==> config.mk <==
export PLATFORM = sky130hd
export DESIGN_NAME = rob_flat
export DESIGN_NICKNAME = d
export VERILOG_FILES = /design/src/rtl/pipeline_types.sv /design/src/rtl/rob_if.sv /design/src/rtl/rob.sv /design/src/flat_wrapper.sv
export SDC_FILE = /design/constraint.sdc
export NUM_CORES = 1
export LEC_CHECK = 0
export CAP_MARGIN = 25
export CORE_AREA = 5 5 242 220
export DETAILED_ROUTE_END_ITERATION = 12
export DIE_AREA = 0 0 247 225
export PLACE_DENSITY = 0.84
export SETUP_SLACK_MARGIN = 0.1
export SYNTH_ARGS = -nofsm -noshare
export SYNTH_HDL_FRONTEND = slang
export SYNTH_SLANG_ARGS = --single-unit
==> constraint.sdc <==
create_clock -name clk -period 6.9 [get_ports clk]
set_clock_uncertainty 0.2 [all_clocks]
set_input_delay 2.07 -clock clk [delete_from_list [all_inputs] [get_ports clk]]
set_output_delay 2.07 -clock clk [all_outputs]
set_load 0.1 [all_outputs]
==> src/rtl/pipeline_types.sv <==
// Shared pipeline types for the out-of-order core: ROB sizing constants and the entry record.
package pipeline_types;

   localparam int ROB_DEPTH = 16;
   localparam int ROB_TAG_W = 4;
   localparam int PREG_W    = 6;
   localparam int LREG_W    = 5;

   typedef struct packed {
      logic              valid;
      logic              done;
      logic [LREG_W-1:0] rd_log;
      logic [PREG_W-1:0] rd_phys;
      logic [PREG_W-1:0] rd_old_phys;
      logic              is_branch;
      logic              mispredicted;
      logic [31:0]       pc;
   } rob_entry_t;

endpackage

==> src/rtl/rob_if.sv <==
// Dispatch allocation, execution writeback and commit bundle around the reorder buffer.
interface rob_if;
   import pipeline_types::*;

   logic                 push;
   rob_entry_t           entry;
   logic                 full;
   logic                 empty;
   logic [ROB_TAG_W-1:0] alloc_tag;
   logic                 wb_valid;
   logic [ROB_TAG_W-1:0] wb_tag;
   logic                 wb_mispredict;
   logic                 commit_valid;
   logic                 commit_rd_valid;
   logic [PREG_W-1:0]    commit_rd_phys;
   logic [PREG_W-1:0]    commit_rd_old_phys;
   logic [31:0]          commit_pc;
   logic                 flush;

   modport master (
      output push, entry, wb_valid, wb_tag, wb_mispredict,
      input  full, empty, alloc_tag, commit_valid, commit_rd_valid,
             commit_rd_phys, commit_rd_old_phys, commit_pc, flush
   );

   modport slave (
      input  push, entry, wb_valid, wb_tag, wb_mispredict,
      output full, empty, alloc_tag, commit_valid, commit_rd_valid,
             commit_rd_phys, commit_rd_old_phys, commit_pc, flush
   );

endinterface

==> src/rtl/rob.sv <==
// 16-entry circular reorder buffer: in-order allocate, out-of-order completion,
// in-order single-entry commit, whole-buffer flush when a mispredicted branch retires.
module rob
   import pipeline_types::*;
(
   input  logic clk,
   input  logic rst,
   rob_if.slave bus
);

   localparam int DEPTH = ROB_DEPTH;
   localparam int TAG_W = ROB_TAG_W;
   localparam logic [TAG_W:0] FULL_COUNT = (TAG_W+1)'(DEPTH);

   logic [TAG_W-1:0] head_reg, head_next;
   logic [TAG_W-1:0] tail_reg, tail_next;
   logic [TAG_W:0]   count_reg, count_next;

   logic [DEPTH-1:0] valid_vec;
   logic [DEPTH-1:0] done_vec;
   logic [DEPTH-1:0] mispred_vec;

   rob_entry_t payload_reg [DEPTH];
   rob_entry_t head_entry;
   rob_entry_t entry_w;

   logic push_ok;
   logic wb_ok;
   logic commit;
   logic flush;
   logic unused_debug;

   assign bus.full      = (count_reg == FULL_COUNT);
   assign bus.empty     = (count_reg == '0);
   assign bus.alloc_tag = tail_reg;

   assign head_entry = payload_reg[head_reg];
   assign commit     = !bus.empty && done_vec[head_reg];
   assign flush      = commit && mispred_vec[head_reg];

   // Flush wins over everything else arriving in the same cycle.
   assign push_ok = bus.push && !bus.full && !flush;
   assign wb_ok   = bus.wb_valid && valid_vec[bus.wb_tag] && !flush;

   assign bus.commit_valid       = commit;
   assign bus.commit_rd_valid    = commit && (head_entry.rd_phys != '0);
   assign bus.commit_rd_phys     = commit ? head_entry.rd_phys : '0;
   assign bus.commit_rd_old_phys = commit ? head_entry.rd_old_phys : '0;
   assign bus.commit_pc          = commit ? head_entry.pc : '0;
   assign bus.flush              = flush;

   // Debug-only fields travel with the payload but steer nothing.
   assign unused_debug = ^{head_entry.valid, head_entry.done, head_entry.rd_log,
                           head_entry.is_branch, head_entry.mispredicted};

   always_comb begin
      entry_w              = bus.entry;
      entry_w.valid        = 1'b1;
      entry_w.done         = 1'b0;
      entry_w.mispredicted = 1'b0;
   end

   always_comb begin
      head_next  = head_reg + TAG_W'(commit);
      tail_next  = tail_reg + TAG_W'(push_ok);
      count_next = count_reg + (TAG_W+1)'(push_ok) - (TAG_W+1)'(commit);
      if (flush) begin
         head_next  = '0;
         tail_next  = '0;
         count_next = '0;
      end
   end

   always_ff @(posedge clk) begin
      if (rst) begin
         head_reg  <= '0;
         tail_reg  <= '0;
         count_reg <= '0;
      end else begin
         head_reg  <= head_next;
         tail_reg  <= tail_next;
         count_reg <= count_next;
      end
   end

   always_ff @(posedge clk) begin
      if (push_ok) begin
         payload_reg[tail_reg] <= entry_w;
      end
   end

   generate
      for (genvar gi = 0; gi < DEPTH; gi++) begin : g_entry
         logic entry_valid_reg;
         logic entry_done_reg;
         logic entry_mispred_reg;
         logic alloc_hit;
         logic wb_hit;
         logic commit_hit;

         assign alloc_hit  = push_ok && (tail_reg == TAG_W'(gi));
         assign wb_hit     = wb_ok && (bus.wb_tag == TAG_W'(gi));
         assign commit_hit = commit && (head_reg == TAG_W'(gi));

         always_ff @(posedge clk) begin
            if (rst || flush) begin
               entry_valid_reg   <= 1'b0;
               entry_done_reg    <= 1'b0;
               entry_mispred_reg <= 1'b0;
            end else if (alloc_hit) begin
               entry_valid_reg   <= 1'b1;
               entry_done_reg    <= 1'b0;
               entry_mispred_reg <= 1'b0;
            end else begin
               if (wb_hit) begin
                  entry_done_reg    <= 1'b1;
                  entry_mispred_reg <= entry_mispred_reg | bus.wb_mispredict;
               end
               if (commit_hit) begin
                  entry_valid_reg <= 1'b0;
                  entry_done_reg  <= 1'b0;
               end
            end
         end

         assign valid_vec[gi]   = entry_valid_reg;
         assign done_vec[gi]    = entry_done_reg;
         assign mispred_vec[gi] = entry_mispred_reg;
      end
   endgenerate

endmodule

==> src/flat_wrapper.sv <==
// flat-port wrapper written by rule: the top's interface ports become plain ports
module rob_flat import pipeline_types::*;
  (clk, rst, bus_push, bus_entry, bus_wb_valid, bus_wb_tag, bus_wb_mispredict, bus_full, bus_empty, bus_alloc_tag, bus_commit_valid, bus_commit_rd_valid, bus_commit_rd_phys, bus_commit_rd_old_phys, bus_commit_pc, bus_flush);
  rob_if bus_i ();
  input  logic clk;
  input  logic rst;
  input wire logic [$bits(bus_i.push)-1:0] bus_push;
  input wire logic [$bits(bus_i.entry)-1:0] bus_entry;
  input wire logic [$bits(bus_i.wb_valid)-1:0] bus_wb_valid;
  input wire logic [$bits(bus_i.wb_tag)-1:0] bus_wb_tag;
  input wire logic [$bits(bus_i.wb_mispredict)-1:0] bus_wb_mispredict;
  output wire logic [$bits(bus_i.full)-1:0] bus_full;
  output wire logic [$bits(bus_i.empty)-1:0] bus_empty;
  output wire logic [$bits(bus_i.alloc_tag)-1:0] bus_alloc_tag;
  output wire logic [$bits(bus_i.commit_valid)-1:0] bus_commit_valid;
  output wire logic [$bits(bus_i.commit_rd_valid)-1:0] bus_commit_rd_valid;
  output wire logic [$bits(bus_i.commit_rd_phys)-1:0] bus_commit_rd_phys;
  output wire logic [$bits(bus_i.commit_rd_old_phys)-1:0] bus_commit_rd_old_phys;
  output wire logic [$bits(bus_i.commit_pc)-1:0] bus_commit_pc;
  output wire logic [$bits(bus_i.flush)-1:0] bus_flush;
  assign bus_i.push = bus_push;
  assign bus_i.entry = bus_entry;
  assign bus_i.wb_valid = bus_wb_valid;
  assign bus_i.wb_tag = bus_wb_tag;
  assign bus_i.wb_mispredict = bus_wb_mispredict;
  assign bus_full = bus_i.full;
  assign bus_empty = bus_i.empty;
  assign bus_alloc_tag = bus_i.alloc_tag;
  assign bus_commit_valid = bus_i.commit_valid;
  assign bus_commit_rd_valid = bus_i.commit_rd_valid;
  assign bus_commit_rd_phys = bus_i.commit_rd_phys;
  assign bus_commit_rd_old_phys = bus_i.commit_rd_old_phys;
  assign bus_commit_pc = bus_i.commit_pc;
  assign bus_flush = bus_i.flush;
  rob u_core (.clk(clk), .rst(rst), .bus(bus_i));
endmodule
==> flow_summary.ini, run 1 <==
[critical_path]
r2r_slack_ps = 2210
r2r_cells = 8
critPathCaptureType = output port
cp.required_ps = 4630
start_kind = register
crit_type = register to output port
crit_fanout = 37
arrival_ps = 3760

[cts]
cts_buffers = 74
clock_latency_ps = 620
cts_tree = done
htree_levels = 3
cts_root_buf = clkbuf_16
ctsResizeCount = 0
cts_max_path_buffers = 3
cts_setup_buffers = 0
clkTransAtPathRegs_ps = 60
clkSinkCount = 765
ctsHoldBuffers = 0

[placed_design]
dp.cells = 2162
place_ws_ps = 1580
place_hpwl_um = 36500
gp_congestion = 0.899
io_buffer_count = 105

[power_and_ir_drop]
p_seq_share_pct = 53.7
power_density_nw_per_um2 = 287
p_sw_mw = 2.15
cellLeakagePower_nw = 10.5
pwr-share-clk_pct = 39.8
swShare_pct = 22.0
irDropWorstVdd_mv = 0.216
p_int_mw = 7.64
pwr-share-comb_pct = 6.5

[sta]
hold_viol = 0
max-slew-margin-rel_pct = 30.1
layout_min_cycle_time_ps = 6030
fin_tns_setup_ps = 0
drv_slew = 0
finalCritPeriodShare_pct = 87.5
setup_slack_ps = 866
rsz0062_at_grt = false
tightestPinTransition_ps = 1050
finalSetupViolCount = 0
max_freq_mhz = 166

[synthesis]
ys_warn_count = 0
ys_ff_latch = 765
yosys_most_used_dff = edfxtp_1
synth.distinct_cells = 49
yosys.area.top_type = edfxtp_1
synthTopCellsByArea = edfxtp_1 71%, mux4_2 17%, dfxtp_1 4.1%, nor2b_1 0.98%, nor2_1 0.83%
synth-seq-area-share_pct = 74.9
synth_edf_count = 704
syn_area_sq_um = 29900
synthCells = 1419
yosys.area.top_type_share_pct = 70.8
asyncSetResetFlopFracSynth_pct = 0
syn_nets = 1492
postSynthAreaPerCell_sq_um = 21.0

[floorplanning]
die_area_sq_um = 55600
core_sq_um = 50300
rows = 78
die_w_um = 247
die_h_um = 225
initial_core_util_pct = 59.4
design.portCount = 115

[global_routing]
track_usage_pct = 26.3
grt_pass1_wl_um = 106000
grt_pass1_vias = 15800
grt_max_degree = 127
gr-total-overflow = 0
antenna_found_initial = 4

[finish]
layout-drive-gt1-share_pct = 27.6
largest_register_ffs = 704
layout.nets = 1633
final_util_pct = 67.8
fin_cells = 2297
area_growth_syn_to_layout_pct = 14.1

[route]
first_pass_iters = 5
final_antenna_net_count = 0
drc = 0
routed_wl_um = 72500
vias_per_cell = 6.71
drt_iter0_drc = 2227
via_count = 15400
wl_per_cell_um = 31.6

[run_status]
status = finished, final reports clean

[worst_hold_path]
hold_path_depth = 2
hp-class = register to register

[flow_run]
drv_cap = 0
==> through the flow <==
stage | power (mW) | cell area [sq um] | hold slack [ps]
floorplan | 5.73 | 29900 | 251
global placement | 5.93 | 31700 | 259
detailed placement | 5.97 | 31700 | 272
CTS | 9.84 | 34000 | 280
global route | 10.1 | 34100 | 311
finish | 9.79 | 34100 | 280
==> kinds of logic (layout without fill, tap and decap cells) <==
family                   count (synthesis)  after routing  share of synthesized area [%]
other                                    0              4                              0
AO/OA/AOI/OAI                           97             97                           1.97
AND/OR/NAND/NOR                        210            210                           3.82
buffers and inverters                   97            291                           1.53
flip-flops                             765            765                           74.9
XOR/XNOR                                 8              8                          0.235
adder cells (fa/ha/maj)                 11             11                          0.486
multiplexers                           231            231                           17.1
==> cells in the mapped netlist, drive strengths merged (6+ instances only) <==
library cell,number
nand2,26
edfxtp,704
nor3,24
a21oi,39
dfxtp,61
clkbuf,26
buf,52
a22oi,14
o21ai,20
mux4,222
ha,10
a31oi,18
inv,18
nor2,66
nor4,12
mux2i,6
nand2b,6
nor2b,47
nand3,8
and2,6
==> cell usage in the layout (no fill, tap or decap), types with 21 or more instances in the layout <==
cell             Yosys  layout
edfxtp_1           704     704
a21oi_1             39      39
clkbuf_16            0      76
nor2b_1             47      47
nor2_1              66      50
nand2_1             26      26
buf_4                2      77
nor3_1              24      23
dfxtp_1             61      58
mux4_2             222     222
clkdlybuf4s50_1      0      58
clkbuf_1            26      21
==> path summary, 6_finish.rpt <==
path,startpoint,end
worst max-delay path,u_core.head_reg[1]$_SDFF_PP0_,bus_flush
worst max register to register,u_core.head_reg[1]$_SDFF_PP0_,u_core.payload_reg[2][29]$_DFFE_PP_
worst min register to register,u_core.g_entry[14].entry_valid_reg$_SDFFE_PP0P_,u_core.g_entry[14].entry_valid_reg$_SDFFE_PP0P_
worst min-delay path,u_core.g_entry[14].entry_valid_reg$_SDFFE_PP0P_,u_core.g_entry[14].entry_valid_reg$_SDFFE_PP0P_
==> metal layers <==
layer	GRT usage, %	vias up	routed length [um]	part of all wire (%)
li1	-	6159	-	-
met1	35.2	8109	26400	36
met2	43.9	955	37000	51
met3	5.76	183	6430	8.9
met4	8.75	4	2680	3.7
met5	0	-	25	0.034
==> power groups by stage <==
stage	Clock, mW	Sequential (mW)	Combinational [mW]
3_5_place_dp	0	5.35	0.617
3_3_place_gp	0	5.33	0.600
6_report	3.90	5.26	0.635
2_1_floorplan	0	5.35	0.377
5_1_grt	4.15	5.27	0.675
4_1_cts	3.95	5.26	0.634
==> critical path, cell delays in order, from the launching register on <==
cell	delay (ps)
dfxtp_4	710
buf_4	570
mux4_2	300
a22oi_1	80
nand2_1	160
o21ai_4	190
inv_2	690
buf_4	430
==> cell type report <==
type / instances / area (sq um)
sequential: 765 / 22400
fill: 2973 / 16200
multi-input combinational: 557 / 7160
clock buffer: 99 / 2010
timing repair buffer: 143 / 1320
tap: 680 / 851
clock inverter: 30 / 275
inverter: 19 / 72.6
antenna: 4 / 10.0
Power figures use the tool's default switching activity.
==> run 2, diff against run 1 <==
Settings changed: CORE_AREA 5 5 242 220 to 10 10 247 225, DIE_AREA 0 0 247 225 to 0 0 257 235, SLEW_MARGIN from default to 0.
==> run 2 against run 1 <==
- count of clock-buffer cells in the layout shrank 4
- sequential share of layout area is 0.26 points lower
- largest power group unchanged
- die area increased by 8.7%
- cell count hardly changed
- combinational power shrank 0.6%
- utilization increased by 0.41 points
- critical endpoint unchanged
==> flow_summary.ini, run 2 (synthesized netlist as in run 1, its figures left out) <==
[route]
final_antenna_net_count = 0
drc = 0
routed_wl_um = 72100
first_pass_iters = 6
vias_per_cell = 6.63
via_count = 15200
drt_iter0_drc = 1922
wl_per_cell_um = 31.3

[cts]
cts_buffers = 74
clkSinkCount = 765
cts_tree = done
cts_max_path_buffers = 3
ctsHoldBuffers = 0
htree_levels = 3
cts_setup_buffers = 0
ctsResizeCount = 0
clock_latency_ps = 630
clkTransAtPathRegs_ps = 70
cts_root_buf = clkbuf_16

[sta]
tightestPinTransition_ps = 1110
max-slew-margin-rel_pct = 26.1
finalSetupViolCount = 0
finalCritPeriodShare_pct = 89.1
fin_tns_setup_ps = 0
rsz0062_at_grt = false
holdWs_ps = 282
hold_viol = 0
drv_slew = 0
layout_min_cycle_time_ps = 6150
max_freq_mhz = 163

[critical_path]
timing.rr.start = u_core.head_reg[2]$_SDFF_PP0_
critPathCaptureType = output port
arrival_ps = 3880
r2r-end = u_core.count_reg[4]$_SDFF_PP0_
cp.required_ps = 4630
crit_type = register to output port
r2r_cells = 16
crit_start = u_core.head_reg[2]$_SDFF_PP0_
crit_fanout = 21
cp-endpoint = bus_flush
r2r_slack_ps = 2110
start_kind = register

[finish]
area_growth_syn_to_layout_pct = 14.6
layout-drive-gt1-share_pct = 27.9
layout_commonest_cell = edfxtp_1
mostFrequentLayoutCells = 704 x edfxtp_1, 222 x mux4_2, 77 x clkbuf_16, 72 x buf_4
layout.nets = 1630
largest_register_ffs = 704

[floorplanning]
design.portCount = 115
core_sq_um = 50200
rows = 78
die_w_um = 257
die_h_um = 235
die_area_sq_um = 60400
initial_core_util_pct = 59.5

[placed_design]
place_hpwl_um = 36900
gp_congestion = 0.879
io_buffer_count = 105

[flow_run]
drv_cap = 0

[power_and_ir_drop]
power_density_nw_per_um2 = 290
cellLeakagePower_nw = 10.6
irDropWorstVdd_mv = 0.228

[global_routing]
grt_pass1_vias = 15900
gr-total-overflow = 0
grt_max_degree = 141
track_usage_pct = 23.9
grt_pass1_wl_um = 107000
antenna_found_initial = 5

[worst_hold_path]
hp-class = register to register

[run_status]
status = finished, final reports clean
[run 2: cell types whose count changed in the layout (fill, tap and decap cells not counted), sizes merged]
cell / previous run / this run
clkinvlp: 0 / 5
clkinv: 25 / 26
clkbuf: 99 / 95
bufinv: 4 / 7
buf: 85 / 82
[run 2: worst min-delay path by stage]
stage | startpoint | to | slack (ps) | depth (start not counted)
global placement | u_core.g_entry[6].entry_valid_reg$_SDFFE_PP0P_ | u_core.g_entry[6].entry_valid_reg$_SDFFE_PP0P_ | 260 | 2
detailed placement | u_core.g_entry[0].entry_valid_reg$_SDFFE_PP0P_ | u_core.g_entry[0].entry_valid_reg$_SDFFE_PP0P_ | 270 | 2
CTS | u_core.g_entry[0].entry_valid_reg$_SDFFE_PP0P_ | u_core.g_entry[0].entry_valid_reg$_SDFFE_PP0P_ | 280 | 2
floorplan | u_core.g_entry[13].entry_valid_reg$_SDFFE_PP0P_ | u_core.g_entry[13].entry_valid_reg$_SDFFE_PP0P_ | 250 | 2
global route | u_core.g_entry[5].entry_valid_reg$_SDFFE_PP0P_ | u_core.g_entry[5].entry_valid_reg$_SDFFE_PP0P_ | 300 | 2
finish | u_core.g_entry[13].entry_valid_reg$_SDFFE_PP0P_ | u_core.g_entry[13].entry_valid_reg$_SDFFE_PP0P_ | 280 | 2
[run 2: layout make-up]
cell class / instances / area [sq um]
Timing Repair Buffer: 140 / 1340
Sequential cell: 765 / 22400
Inverter: 19 / 72.6
Clock inverter: 39 / 409
Fill cell: 3038 / 16000
Clock buffer: 95 / 1990
Tap cell: 680 / 851
Antenna cell: 4 / 10.0
Multi-Input combinational cell: 557 / 7160
[run 2: power breakdown]
part | total, mW | switching, mW | internal, mW
sequential | 5.26 | 0.0531 | 5.21
combinational | 0.631 | 0.397 | 0.235
clock | 4.03 | 1.71 | 2.32
total | 9.92 | 2.16 | 7.76
[run 2: routing by layer]
layer  GRT usage, %  vias to the layer above  part of all wire (%)
met5              0                        -                 0.037
met4           6.82                        4                   2.5
met3           5.29                      147                   8.5
met2           39.8                      874                    51
met1           31.4                     8062                    38
li1               -                     6156                     -
[run 2: per-stage QoR]
step / instances / area (sq um) / power, mW / utilization [%] / setup slack, ps
finish: 2299 / 34200 / 9.92 / 68.2 / 752
global route: 2298 / 34200 / 10.2 / 68.2 / 631
CTS: 2293 / 34100 / 9.96 / 68.1 / 819
detailed placement: 2159 / 31700 / 5.97 / 63.3 / 1510
global placement: 2159 / 31700 / 5.94 / 63.3 / 1590
floorplan: 1419 / 29900 / 5.73 / - / 150
[run 2: critical path, stage by stage, from the launching register on]
cell and delay, ps:
dfxtp_1 690, clkinv_2 130, buf_4 320, mux2i_1 210, a211oi_2 470, o21ai_4 260
inv_2 680, buf_4 430
==> run 3, diff against run 2 <==
Settings changed: SLEW_MARGIN 0 to 40.
==> run 3 against run 2 <==
- die area is the same
- critical path depth is the same
- sequential power hardly changed
- clock power shrank 5%
- setup slack improved by 140 ps
- routed wire length fell by 2.0%
- first-iteration DRC count rose by 3.0%
- maximum frequency grew 2.2%
==> flow_summary.ini, run 3 (synthesized netlist as in run 1, its figures left out) <==
[cts]
ctsHoldBuffers = 0
cts_setup_buffers = 0
cts_root_buf = clkbuf_16
cts_max_path_buffers = 3
ctsResizeCount = 0
cts_tree = done
clkSinkCount = 765
htree_levels = 3
cts_buffers = 74
clock_latency_ps = 610
clkTransAtPathRegs_ps = 60

[sta]
layout_min_cycle_time_ps = 6010
max_freq_mhz = 166
max-slew-margin-rel_pct = 42.9
finalCritPeriodShare_pct = 87.1
setup_slack_ps = 887
hold_viol = 0
rsz0062_at_grt = false
fin_tns_setup_ps = 0
drv_slew = 0
tightestPinTransition_ps = 855
finalSetupViolCount = 0

[finish]
fin_cells = 2303
finalInstanceArea_sq_um = 34200
mostFrequentLayoutCells = 704 x edfxtp_1, 222 x mux4_2, 76 x clkbuf_16, 68 x buf_4, 58 x dfxtp_1
layout-drive-gt1-share_pct = 28.1
layout_commonest_cell = edfxtp_1
largest_register_ffs = 704
area_growth_syn_to_layout_pct = 14.4
layout.nets = 1635

[critical_path]
r2r_cells = 16
arrival_ps = 3740
crit_path_frequent_cell = buf_4
crit_type = register to output port
critPathCaptureType = output port
cp_slowest_cell = inv_2
start_kind = register
r2r-end = u_core.count_reg[4]$_SDFF_PP0_
timing.rr.start = u_core.head_reg[2]$_SDFF_PP0_
crit_fanout = 21
critical_path.top_delay_family = buffers and inverters
max_stage_delay_ps = 670
r2r_slack_ps = 2220
cp.required_ps = 4630
crit_start = u_core.head_reg[2]$_SDFF_PP0_
cp_cell_sequence = clkinv_2, buf_4, mux2i_1, a211oi_2, o21ai_4, inv_2, buf_4
crit_buf_inv = 4

[run_status]
status = finished, final reports clean

[worst_hold_path]
hp-class = register to register
hold_end = u_core.g_entry[7].entry_valid_reg$_SDFFE_PP0P_
hold_path_depth = 2
hp-start = u_core.g_entry[7].entry_valid_reg$_SDFFE_PP0P_

[global_routing]
gr-max-usage-layer = met2
globalRouteMet3Util_pct = 4.79
track_usage_pct = 23.4
grt_use_met2_pct = 38.7
grt_pass1_vias = 15800
met1_usage_pct = 31.4
grt_max_degree = 141
grt_pass1_wl_um = 105000
gr-total-overflow = 0
antenna_found_initial = 4

[power_and_ir_drop]
cellLeakagePower_nw = 10.6
power_density_nw_per_um2 = 285
irDropWorstVdd_mv = 0.241
power.total_mw = 9.72

[placed_design]
place_ws_ps = 1540
dpl_cell_area_sq_um = 31800
place_hpwl_um = 37700
io_buffer_count = 105
gp_congestion = 0.879
dp.cells = 2165

[floorplanning]
die_area_sq_um = 60400
initial_core_util_pct = 59.5
die_h_um = 235
core_sq_um = 50200
design.portCount = 115
rows = 78
die_w_um = 257

[route]
via_count = 15300
final_antenna_net_count = 0
drt_iter0_drc = 1979
first_pass_iters = 5
wl_per_cell_um = 30.7
routed_wl_um = 70600
vias_per_cell = 6.62
drc = 0

[flow_run]
drv_cap = 0
-- run 3: per-layer routing --
metal | routed length [um] | share of wire [%] | vias up
met3 | 6390 | 9.1 | 126
met1 | 26500 | 38 | 8037
met4 | 1660 | 2.4 | 6
li1 | - | - | 6157
met2 | 36000 | 51 | 927
met5 | 40 | 0.057 | -
-- run 3: final cells by class --
cell class,count,area [sq um]
well taps,680,851
clock inverters,37,289
clock buffers,98,1980
fillers,3016,16000
flip-flops and latches,765,22400
repair buffers,145,1420
diodes,2,5.00
multi-input cells,557,7170
inverters,19,72.6
-- run 3: worst min-delay path, cell delays in order, from the launching register on --
cell and delay, ps:
dfxtp_1 310, o21ai_0 70, a21oi_1 60
-- run 3: how the worst max path moves through the flow --
stage	end	slack (ps)	depth (start not counted)
after floorplan	u_core.payload_reg[15][0]$_DFFE_PP_	150	8
after CTS	bus_flush	900	7
final	bus_flush	890	7
after global placement	bus_flush	1590	7
after global routing	bus_flush	720	7
after detailed placement	bus_commit_valid	1540	8
-- run 3: stage by stage --
stage	utilization, %	hold slack (ps)
2_1_floorplan	-	251
3_3_place_gp	63.3	259
3_5_place_dp	63.5	268
4_1_cts	68.0	280
5_1_grt	68.1	297
6_report	68.1	285
-- run 3: power by group --
part           switching [mW]  internal (mW)
registers              0.0558           5.21
logic                   0.393          0.228
clock network            1.69           2.15
